File: config.mk
export PLATFORM = sky130hd
export DESIGN_NAME = counter_mod_k_down_timer
export DESIGN_NICKNAME = d
export VERILOG_FILES = /design/src/rtl/counter_mod_k_down_timer.sv
export SDC_FILE = /design/constraint.sdc
export NUM_CORES = 1
export LEC_CHECK = 0
export ABC_AREA = 1
export BUFFER_PORTS_ARGS = -buffer_cell sky130_fd_sc_hd__buf_4
export CAP_MARGIN = 20
export CORE_MARGIN = 4
export CORE_UTILIZATION = 35
export CTS_BUF_LIST = sky130_fd_sc_hd__clkbuf_8
export DETAILED_ROUTE_END_ITERATION = 10
export GPL_TIMING_DRIVEN = 0
export PLACE_DENSITY = 0.54
export SETUP_SLACK_MARGIN = 0.3
export SYNTH_ARGS = -nofsm -noshare
export SYNTH_HDL_FRONTEND = slang
export SYNTH_SLANG_ARGS = --single-unit
File: constraint.sdc
create_clock -name i_clk -period 1.6 [get_ports i_clk]
set_input_delay 0.32 -clock i_clk [delete_from_list [all_inputs] [get_ports i_clk]]
set_output_delay 0.32 -clock i_clk [all_outputs]
set_load 0.1 [all_outputs]
File: src/rtl/counter_mod_k_down_timer.sv
// ============================================================================
// Module   : counter_mod_k_down_timer
// Brief    : Programmable down-counting timer. It loads period k on start,
//            counts k-1..0 and emits a one-cycle terminal tick. Define
//            COUNTER_MOD_K_DOWN_RELOAD_EN for auto-reload instead of one-shot.
// Revision : 1.0 - initial release
// ============================================================================
`default_nettype none

module counter_mod_k_down_timer #(
    parameter int N = 8
) (
    input  logic         i_clk,
    input  logic         i_reset_n,
    input  logic [N-1:0] i_k,
    input  logic         i_start,
    input  logic         i_enable,
    input  logic         i_abort,
    output logic [N-1:0] o_count,
    output logic         o_busy,
    output logic         o_done,
    output logic         o_tick,
    output logic         o_err
);

    localparam logic [1:0] c_ST_IDLE = 2'd0;
    localparam logic [1:0] c_ST_RUN  = 2'd1;
    localparam logic [1:0] c_ST_DONE = 2'd2;
    localparam logic [N-1:0] c_ZERO  = '0;
    localparam logic [N-1:0] c_ONE   = {{(N-1){1'b0}}, 1'b1};

    logic [1:0]   r_state;
    logic [N-1:0] r_count;
    logic [N-1:0] r_k_lat;
    logic         r_tick;
    logic         r_err;

    always_ff @(posedge i_clk) begin
        if (!i_reset_n) begin
            r_state <= c_ST_IDLE;
            r_count <= c_ZERO;
            r_k_lat <= c_ZERO;
            r_tick  <= 1'b0;
            r_err   <= 1'b0;
        end else begin
            // Pulse outputs are only ever set for the single cycle that asks for them.
            r_tick <= 1'b0;
            r_err  <= 1'b0;
            if (i_abort) begin
                r_state <= c_ST_IDLE;
                r_count <= c_ZERO;
            end else begin
                case (r_state)
                    c_ST_IDLE, c_ST_DONE: begin
                        if (i_start) begin
                            if (i_k != c_ZERO) begin
                                r_k_lat <= i_k;
                                r_count <= i_k - c_ONE;
                                r_state <= c_ST_RUN;
                            end else begin
                                r_err <= 1'b1;
                            end
                        end
                    end
                    c_ST_RUN: begin
                        if (i_enable) begin
                            if (r_count != c_ZERO) begin
                                r_count <= r_count - c_ONE;
                            end else begin
                                r_tick <= 1'b1;
`ifdef COUNTER_MOD_K_DOWN_RELOAD_EN
                                r_count <= r_k_lat - c_ONE;
`else
                                r_count <= c_ZERO;
                                r_state <= c_ST_DONE;
`endif
                            end
                        end
                    end
                    default: begin
                        r_state <= c_ST_IDLE;
                        r_count <= c_ZERO;
                    end
                endcase
            end
        end
    end

    assign o_count = r_count;
    assign o_busy  = (r_state == c_ST_RUN);
    assign o_done  = (r_state == c_ST_DONE);
    assign o_tick  = r_tick;
    assign o_err   = r_err;

endmodule

`default_nettype wire
==> impl_metrics.tcl, run 1 <==
set metrics [dict create \
    num_vias 1123 \
    critPathRequiredTime_ns 1.28 \
    ys_ff_latch 12 \
    synth-simple-area-share_pct 48.81 \
    wl_um 2965 \
    grt_pass1_vias 1054 \
    tns_ns 0 \
    track_usage_pct 18.52 \
    clk_latency_ns 0.25 \
    gp_congestion 0.7620 \
    drive_gt1_share_pct 40.63 \
    place_ws_ns 0.1339 \
    whs_ns 0.3369 \
    cp_max_fo 5 \
    cts_tree "done" \
    io_pins 25 \
    hpwlAfterDp_um 2060 \
    viasPerCell 5.059 \
    regToRegStartpoint "o_count[0]" \
    drv_slew 0 \
    drtIter0Drc 43 \
    ff2ff_path_depth 9 \
    min_to "r_state[1]" \
    fp.dieW_um 60.06 \
    place_area_mm2 0.001245 \
    syn_inst 155 \
    syn_avg_cell_area_um2 6.119 \
    final_common_cell "nand2_1" \
    grt_pass1_wl_um 4878 \
    seq_area_frac_synth_pct 25.33 \
    synth_top_family_by_area "simple AND/OR/NAND/NOR gates" \
    diodes 0 \
    hold_path_class "input pin to register" \
    mostFrequentLayoutCells "nand2_1 (42), buf_4 (28), nand3_1 (16), inv_1 (14), nor2_1 (13)" \
    fmax_mhz 746.3 \
    power_leakage_nw 0.6755 \
    core_mm2 0.002522 \
    start_kind "register" \
    cts.sinks 12 \
    initial_utilization_pct 37.60 \
    ant_nets 0 \
    synth_area_um2 948.4 \
    area_growth_pct 55.67 \
    cts_inserted_buffers 3 \
    port_buffers 24 \
    cellPowerDensity_mw_per_mm2 690.0 \
    vdd_drop_max_v 0.0004438 \
    wl_per_cell_um 13.36 \
    min_period_ns 1.340 \
    slew_headroom_pct 71.74 \
    tightest_slew_ns 0.4207 \
    dieArea_mm2 0.003607 \
    finalHoldViolCount 0 \
    synth_fa_ha_area_share_pct 5.277 \
    antenna_found_initial 0 \
    startpoint "r_state[0]" \
    setup_violations 0 \
    nets 210 \
    endpoint_kind "output port" \
    syn-num-nets 172 \
    worst_clock_skew_ns 0.004204 \
    dr.pass1.iters 4 \
    synth_compound_area_share_pct 9.631 \
    clk_pin_slew_ns 0.06 \
    setup_ws_ns 0.2601 \
    synth.mux.area_fraction_pct 0 \
    path_class "register to output port" \
    yosysWarnings 0 \
    drc 0 \
    rows 18 \
    rrSetupSlack_ns 0.32 \
    hold_buffers 0 \
    grt_setup_unrepaired "true" \
    h-tree-depth 1 \
    holdPathStages 4 \
    regToRegEndpoint "o_count[5]" \
    max_cap_violations 0 \
    synth-xor-area-share_pct 1.847 \
    yosysUniqueCellTypes 26 \
    fin_area_mm2 0.001476 \
    num-fill-cells 246 \
    grt.overflow.total 0 \
    grt_max_degree 11 \
    fin_crit_sh_pct 83.74 \
    die_h_um 60.06 \
    hold_start "i_abort" \
    run_status "finished, final reports clean" \
    cts_buffer_depth 2 \
    crit_arrival_ns 1.02 \
    cts_root_buffer "clkbuf_8" \
]
-- through the flow --
stage | total power, mW | instances | util, %
after floorplan | 0.5779 | 155 | -
after global placement | 0.6585 | 209 | 49.36
after detailed placement | 0.6651 | 209 | 49.36
after CTS | 0.9939 | 218 | 54.96
after global routing | 1.077 | 222 | 58.53
final | 1.019 | 222 | 58.53
-- per-layer routing --
metal	track usage (%)	up-vias	share of wire, %
li1	-	577	-
met1	26.42	525	48
met2	27.01	17	48
met3	2.592	4	2.3
met4	8.861	0	1.3
met5	0	-	0
-- cell type report --
| cell class | count | area (um^2) | share of cell area (%) |
|---|---|---|---|
| Clock buffer | 3 | 41.29 | 2.797 |
| Clock inverter | 1 | 3.754 | 0.2542 |
| Tap cell | 30 | 37.54 | 2.542 |
| Multi-Input combinational cell | 122 | 755.7 | 51.19 |
| Sequential cell | 12 | 275.3 | 18.64 |
| Timing Repair Buffer | 31 | 265.3 | 17.97 |
| Inverter | 23 | 97.59 | 6.610 |
-- registers in the layout, indices dropped and copies added (netlist names) --
signal   flops
o_count      8
o_err        1
r_state      2
o_tick       1
-- worst max path at each step --
stage                     slack [ns]  cells after the start    endpoint
after CTS                       0.26                      3      o_busy
after detailed placement        0.13                      9  r_state[0]
after global placement          0.15                      9  r_state[0]
final                           0.26                      3      o_busy
after global routing            0.23                      9  o_count[5]
after floorplan                 0.18                      7  o_count[0]
-- what timing repair did --
item,in CTS,in global routing
cloned,2,0
pin swaps,3,9
endpoints found under the setup margin,9,13
setup buffers,3,4
resized for setup,9,15
-- critical path, cell delays in order, from the launching register on --
cell        delay (ns)
dfxtp_4           0.38
nand2_4           0.10
clkinvlp_4        0.11
buf_12            0.17
-- power breakdown --
group	internal, mW	switching [mW]
Combinational	0.137	0.254
Clock	0.170	0.132
Sequential	0.304	0.0219
-- cells in the mapped netlist --
cell type | number | area [um^2]
nand4_4 | 1 | 21.27
nor2_2 | 2 | 12.51
dfxtp_1 | 12 | 240.2
xnor2_1 | 1 | 8.760
o21ai_2 | 1 | 8.760
nor2_4 | 3 | 33.78
inv_2 | 4 | 15.01
inv_1 | 18 | 67.56
and3_1 | 1 | 6.260
o21ai_1 | 1 | 5.000
o21ai_0 | 6 | 30.03
nand3b_1 | 1 | 7.510
or2_2 | 1 | 6.260
nand3_1 | 16 | 80.08
nand2_1 | 46 | 172.7
clkinv_1 | 1 | 3.750
a21oi_1 | 8 | 40.04
nor2_1 | 17 | 63.81
nand4_1 | 1 | 6.260
xor2_1 | 1 | 8.760
o21bai_1 | 1 | 7.510
nor3_1 | 2 | 10.01
nand3b_2 | 1 | 11.26
ha_1 | 4 | 50.05
nor4_1 | 1 | 6.260
nand2_2 | 4 | 25.02
-- cell families after synthesis --
| family | Yosys count |
|---|---|
| DFF | 12 |
| buffers and inverters | 23 |
| adders and majority gates | 4 |
| AOI/OAI and AO/OA | 17 |
| xor gates and xnor gates | 2 |
| and+or+nand+nor | 97 |
Power figures use the tool's default switching activity.
==> run 2: changes to the inputs <==
ABC_AREA = 0   (was 1)
PLACE_DENSITY = 0.57   (was 0.54)
clock period = 1.1 ns   (was 1.6 ns; I/O delays follow)
==> impl_metrics.tcl, run 2 <==
set metrics [dict create \
    run_status "finished with violations" \
    violations "setup timing" \
    wl_um 3004 \
    cp_top_family "simple AND/OR/NAND/NOR gates" \
    syn_inst 99 \
    cts_inserted_buffers 3 \
    ant_nets 0 \
    cellPowerDensity_mw_per_mm2 886.6 \
    syn-num-nets 116 \
    cts_root_buffer "clkbuf_8" \
    final_util_pct 79.50 \
    layout.cells.non_filler 182 \
    grt_pass1_wl_um 4450 \
    synth_edf_count 0 \
    drc 0 \
    grt_pass1_vias 909 \
    drtIter0Drc 20 \
    fin_area_mm2 0.001775 \
    dr.pass1.iters 4 \
    place_area_mm2 0.001192 \
    met1_usage_pct 23.03 \
    num-fill-cells 136 \
    seq_area_frac_synth_pct 28.74 \
    grt_setup_unrepaired "true" \
    cts_buffer_depth 2 \
    fmax_mhz 574.9 \
    synth.most_common_cell "dfxtp_1" \
    crit_chain "inv_4, buf_4, ha_4, nand2b_4, nor4_4, mux2i_1, o22ai_1, a22o_1" \
    num_vias 993 \
    critPathRequiredTime_ns 1.24 \
    grt.overflow.total 0 \
    hpwlAfterDp_um 1763 \
    port_buffers 24 \
    cts_tree "done" \
    slew_headroom_pct 68.08 \
    ys_ff_latch 12 \
    rows 17 \
    syn_avg_cell_area_um2 8.442 \
    largest_register_ff_count 8 \
    wl_per_cell_um 16.51 \
    die_h_um 56.87 \
    gp_congestion 0.7961 \
    track_usage_pct 18.08 \
    top_usage_layer "met2" \
    tightest_slew_ns 0.4744 \
    synthArstFlopShare_pct 0 \
    min_period_ns 1.739 \
    start_kind "register" \
    met3_usage_pct 3.448 \
    synth.area.top_cells "dfxtp_1 (29%), a22o_1 (6.3%), ha_1 (6.0%)" \
    cts.sinks 12 \
    dieArea_mm2 0.003234 \
    multi_input_area_um2 740.7 \
    drv_slew 0 \
    yosysUniqueCellTypes 37 \
    met2_usage_pct 29.37 \
    path_class "register to register" \
    crit_path_max_incr_delay_ns 0.35 \
    critPathSlowestCell "dfxtp_4" \
    yosysWarnings 0 \
    viasPerCell 5.456 \
    cp_max_fo 4 \
    diodes 0 \
    dp_cells 151 \
    finalHoldViolCount 0 \
    io_pins 25 \
    crit_arrival_ns 1.88 \
    clk_pin_slew_ns 0.06 \
    synth_top_cell_by_area "dfxtp_1" \
    area_growth_pct 112.4 \
    hold_path_class "input pin to register" \
    power_leakage_nw 0.7423 \
    endpoint_kind "register" \
    grt_max_degree 11 \
    whs_ns 0.2235 \
    synth_top_area_share_pct 28.74 \
    vdd_drop_max_v 0.0007598 \
    antenna_found_initial 0 \
    seqCellArea_um2 282.8 \
    core_mm2 0.002233 \
    worst_clock_skew_ns 0.003812 \
    drive_gt1_share_pct 62.34 \
    power_mw 1.574 \
    hold_buffers 0 \
    synth_area_um2 835.8 \
    setup_violations 17 \
    mostFrequentLayoutCells "buf_4 (30), dfxtp_4 (11), buf_12 (11), nor2_1 (8), buf_6 (8)" \
    fp.dieW_um 56.87 \
    ys.flop_type "dfxtp_1" \
    final_common_cell "buf_4" \
    h-tree-depth 1 \
    initial_utilization_pct 37.42 \
    synth_common_cells "dfxtp_1 (12), nand2_1 (9), nor2_1 (8)" \
    max_cap_violations 0 \
    critPathBufInv 2 \
    clk_latency_ns 0.25 \
    fin_crit_sh_pct 158.1 \
    setup_ws_ns -0.6394 \
    nets 172 \
]
-- run 2: kinds of logic (layout without fill, tap and decap cells) --
kind of cell | count (synthesis) | count (layout) | synth area share [%]
compound gates | 26 | 26 | 24.10
mux | 2 | 2 | 2.395
fa+ha+maj | 4 | 4 | 5.988
flops | 12 | 12 | 28.74
xor+xnor | 5 | 5 | 5.240
buf+inv | 8 | 63 | 4.040
simple gates | 42 | 42 | 29.49
-- run 2: worst paths after layout --
| check | end | start | slack, ns | depth (start not counted) |
|---|---|---|---|---|
| max | o_count[6] | o_count[1] | -0.64 | 8 |
| min | o_err | i_start | 0.22 | 3 |
| max reg2reg | o_count[6] | o_count[1] | -0.64 | 8 |
| min reg2reg | o_count[2] | o_count[2] | 0.55 | 2 |
-- run 2: where the power goes --
group	total, mW	switching, mW	internal, mW
combinational	0.679	0.345	0.335
clock	0.433	0.186	0.247
sequential	0.462	0.0278	0.434
-- run 2: what timing repair did --
action | 4_1_cts | 5_1_grt
resized for setup | 56 | 15
buffers inserted | 15 | 12
gates cloned | 0 | 0
setup endpoints to repair | 24 | 24
pin swaps | 14 | 12
-- run 2: worst reg2reg max path, stage by stage, from the launching register on --
cell and delay [ns]:
dfxtp_4 0.35, inv_4 0.06, buf_4 0.11, ha_4 0.15
nand2b_4 0.08, nor4_4 0.30, mux2i_1 0.29, o22ai_1 0.12
a22o_1 0.19
-- run 2: final cells by class --
type | instances | area share (%)
Multi-Input combinational cell | 79 | 41.72
Timing Repair Buffer | 51 | 32.56
Sequential cell | 12 | 15.93
Inverter | 6 | 3.030
Clock buffer | 3 | 2.326
Buffer | 2 | 2.255
Tap cell | 28 | 1.973
Clock inverter | 1 | 0.2114
-- run 2: metrics by stage --
step                      setup TNS [ns]  setup slack [ns]
after floorplan                   -5.150           -0.6849
after global placement            -6.705           -0.8261
after detailed placement          -6.874           -0.8465
after CTS                         -5.715           -0.6204
after global routing              -7.031           -0.6959
final                             -6.259           -0.6394
-- run 2: metal layers --
layer  share of wire [%]  routed length [um]  vias up
met4                 2.2                  66        0
li1                    -                   -      481
met2                  51                1518       31
met5                   0                   0        -
met3                 5.3                 158        5
met1                  42                1260      476
==> run 3: changes to the inputs <==
PLACE_DENSITY = 0.55   (was 0.57)
clock period = 2.15 ns   (was 1.1 ns; I/O delays follow)
==> impl_metrics.tcl, run 3 (synthesis results as in run 2) <==
set metrics [dict create \
    port_buffers 24 \
    dp_cells 151 \
    hold_buffers 0 \
    top_usage_layer "met2" \
    core_mm2 0.002233 \
    num-fill-cells 235 \
    vdd_drop_max_v 0.0002920 \
    net-switching-power_uw 230.3 \
    grt_setup_unrepaired "true" \
    critPathSlowestCell "or3b_4" \
    dr.pass1.iters 4 \
    ff2ff_path_depth 7 \
    min_period_ns 1.781 \
    dieArea_mm2 0.003234 \
    start_kind "register" \
    path_class "register to register" \
    grt.overflow.total 0 \
    met3_usage_pct 2.989 \
    initial_utilization_pct 37.42 \
    worst_clock_skew_ns 0.004451 \
    gp_congestion 0.7902 \
    track_usage_pct 14.95 \
    swShare_pct 33.06 \
    cp_max_fo 5 \
    crit_arrival_ns 1.91 \
    area_growth_pct 38.17 \
    drc 0 \
    grt_pass1_wl_um 3808 \
    drtIter0Drc 12 \
    holdPathStages 3 \
    setup_ws_ns 0.3691 \
    crit_chain "inv_2, ha_2, or3b_4, o21ai_4, nor2_2, o2bb2ai_1, a221o_1" \
    largest_register_ff_count 8 \
    grt_pass1_vias 838 \
    hpwlAfterDp_um 1678 \
    slew_headroom_pct 68.26 \
    clk_latency_ns 0.24 \
    antenna_found_initial 0 \
    cts_root_buffer "clkbuf_8" \
    h-tree-depth 1 \
    cts_tree "done" \
    met1_usage_pct 20.41 \
    setup_violations 0 \
    tightest_slew_ns 0.4725 \
    final_common_cell "buf_4" \
    fin_crit_sh_pct 82.83 \
    finalHoldViolCount 0 \
    drv_slew 0 \
    wl_um 2171 \
    max_cap_violations 0 \
    diodes 0 \
    ant_nets 0 \
    layout.cells.non_filler 156 \
    run_status "finished, final reports clean" \
    mostFrequentLayoutCells "buf_4 (25), nand2_1 (9), nor2_1 (8), a22o_1 (6), o22ai_1 (5)" \
    fp.dieW_um 56.87 \
    multi_input_area_um2 579.3 \
    p_comb_share_pct 29.6 \
    hold_path_class "input pin to register" \
    nets 146 \
    wl_per_cell_um 13.92 \
    io_pins 25 \
    internal_power_uw 466.4 \
    grt_max_degree 11 \
    clk_pin_slew_ns 0.06 \
    clkPwrFrac_pct 36.0 \
    power_leakage_nw 0.5056 \
    seqCellArea_um2 260.3 \
    die_h_um 56.87 \
    crit_path_max_incr_delay_ns 0.41 \
    critPathRequiredTime_ns 2.28 \
    rows 17 \
    met2_usage_pct 23.76 \
    cts_inserted_buffers 3 \
    cellPowerDensity_mw_per_mm2 603.3 \
    cts.sinks 12 \
    place_ws_ns -0.008674 \
    endpoint_kind "register" \
    pwr-share-seq_pct 34.4 \
    cts_buffer_depth 2 \
    rrSetupSlack_ns 0.37 \
    viasPerCell 5.346 \
    num_vias 834 \
    fmax_mhz 561.5 \
    drive_gt1_share_pct 40.63 \
]
## run 3: cell count changes in the layout (fill, tap and decap cells not counted), moves of 3 or more
cell	delta
buf_12	-11
buf_6	-8
dfxtp_4	-7
dfxtp_1	+4
nor3_1	+3
dfxtp_2	+3
buf_4	-5
## run 3: worst max-delay path, delay by kind of cell, from the launching register on
family | cells | cell delay (ns)
adder cells (fa/ha/maj) | 1 | 0.17
flip-flops | 1 | 0.36
AND/OR/NAND/NOR | 2 | 0.45
AO/OA/AOI/OAI | 3 | 0.64
buffers and inverters | 1 | 0.06
## run 3: cell type report
cell class | instances | share of cell area [%]
tap | 28 | 3.034
sequential | 12 | 22.54
multi-input combinational | 79 | 50.16
timing repair buffer | 25 | 16.25
buffer | 2 | 0.8667
clock buffer | 4 | 4.767
inverter | 6 | 2.384
## run 3: final timing paths
check,startpoint,to
worst max-delay path,o_count[0],o_count[4]
worst min-delay path,i_start,o_err
worst max register to register,o_count[0],o_count[4]
worst min register to register,r_state[1],r_state[1]
## run 3: repair_timing
action | in CTS | in global routing
pin swaps | 0 | 3
gates resized for setup | 2 | 3
setup buffers | 0 | 1
setup endpoints to repair | 7 | 3
## run 3: power by group through the flow
stage	registers, mW	logic (mW)	clock network, mW
after detailed placement	0.244	0.203	0
after floorplan	0.288	0.102	0
after CTS	0.239	0.206	0.257
after global placement	0.244	0.203	0
final	0.239	0.206	0.251
after global routing	0.241	0.226	0.270
## run 3: through the flow
step	setup TNS (ns)	area, um^2	power [mW]	hold slack (ns)	utilization, %
after floorplan	0	864.6	0.3895	0.4350	-
after global placement	0	1080	0.4473	0.4662	48.35
after detailed placement	-0.01620	1080	0.4467	0.4751	48.35
after CTS	0	1145	0.7020	0.4301	51.26
after global routing	0	1155	0.7372	0.4384	51.71
final	0	1155	0.6967	0.4308	51.71
## run 3: per-layer routing
metal / routed length, um / vias to the layer above / share of wire, %
li1: - / 428 / -
met5: 0 / - / 0
met1: 1084 / 384 / 50
met3: 88 / 4 / 4.1
met4: 25 / 0 / 1.2
met2: 971 / 18 / 45
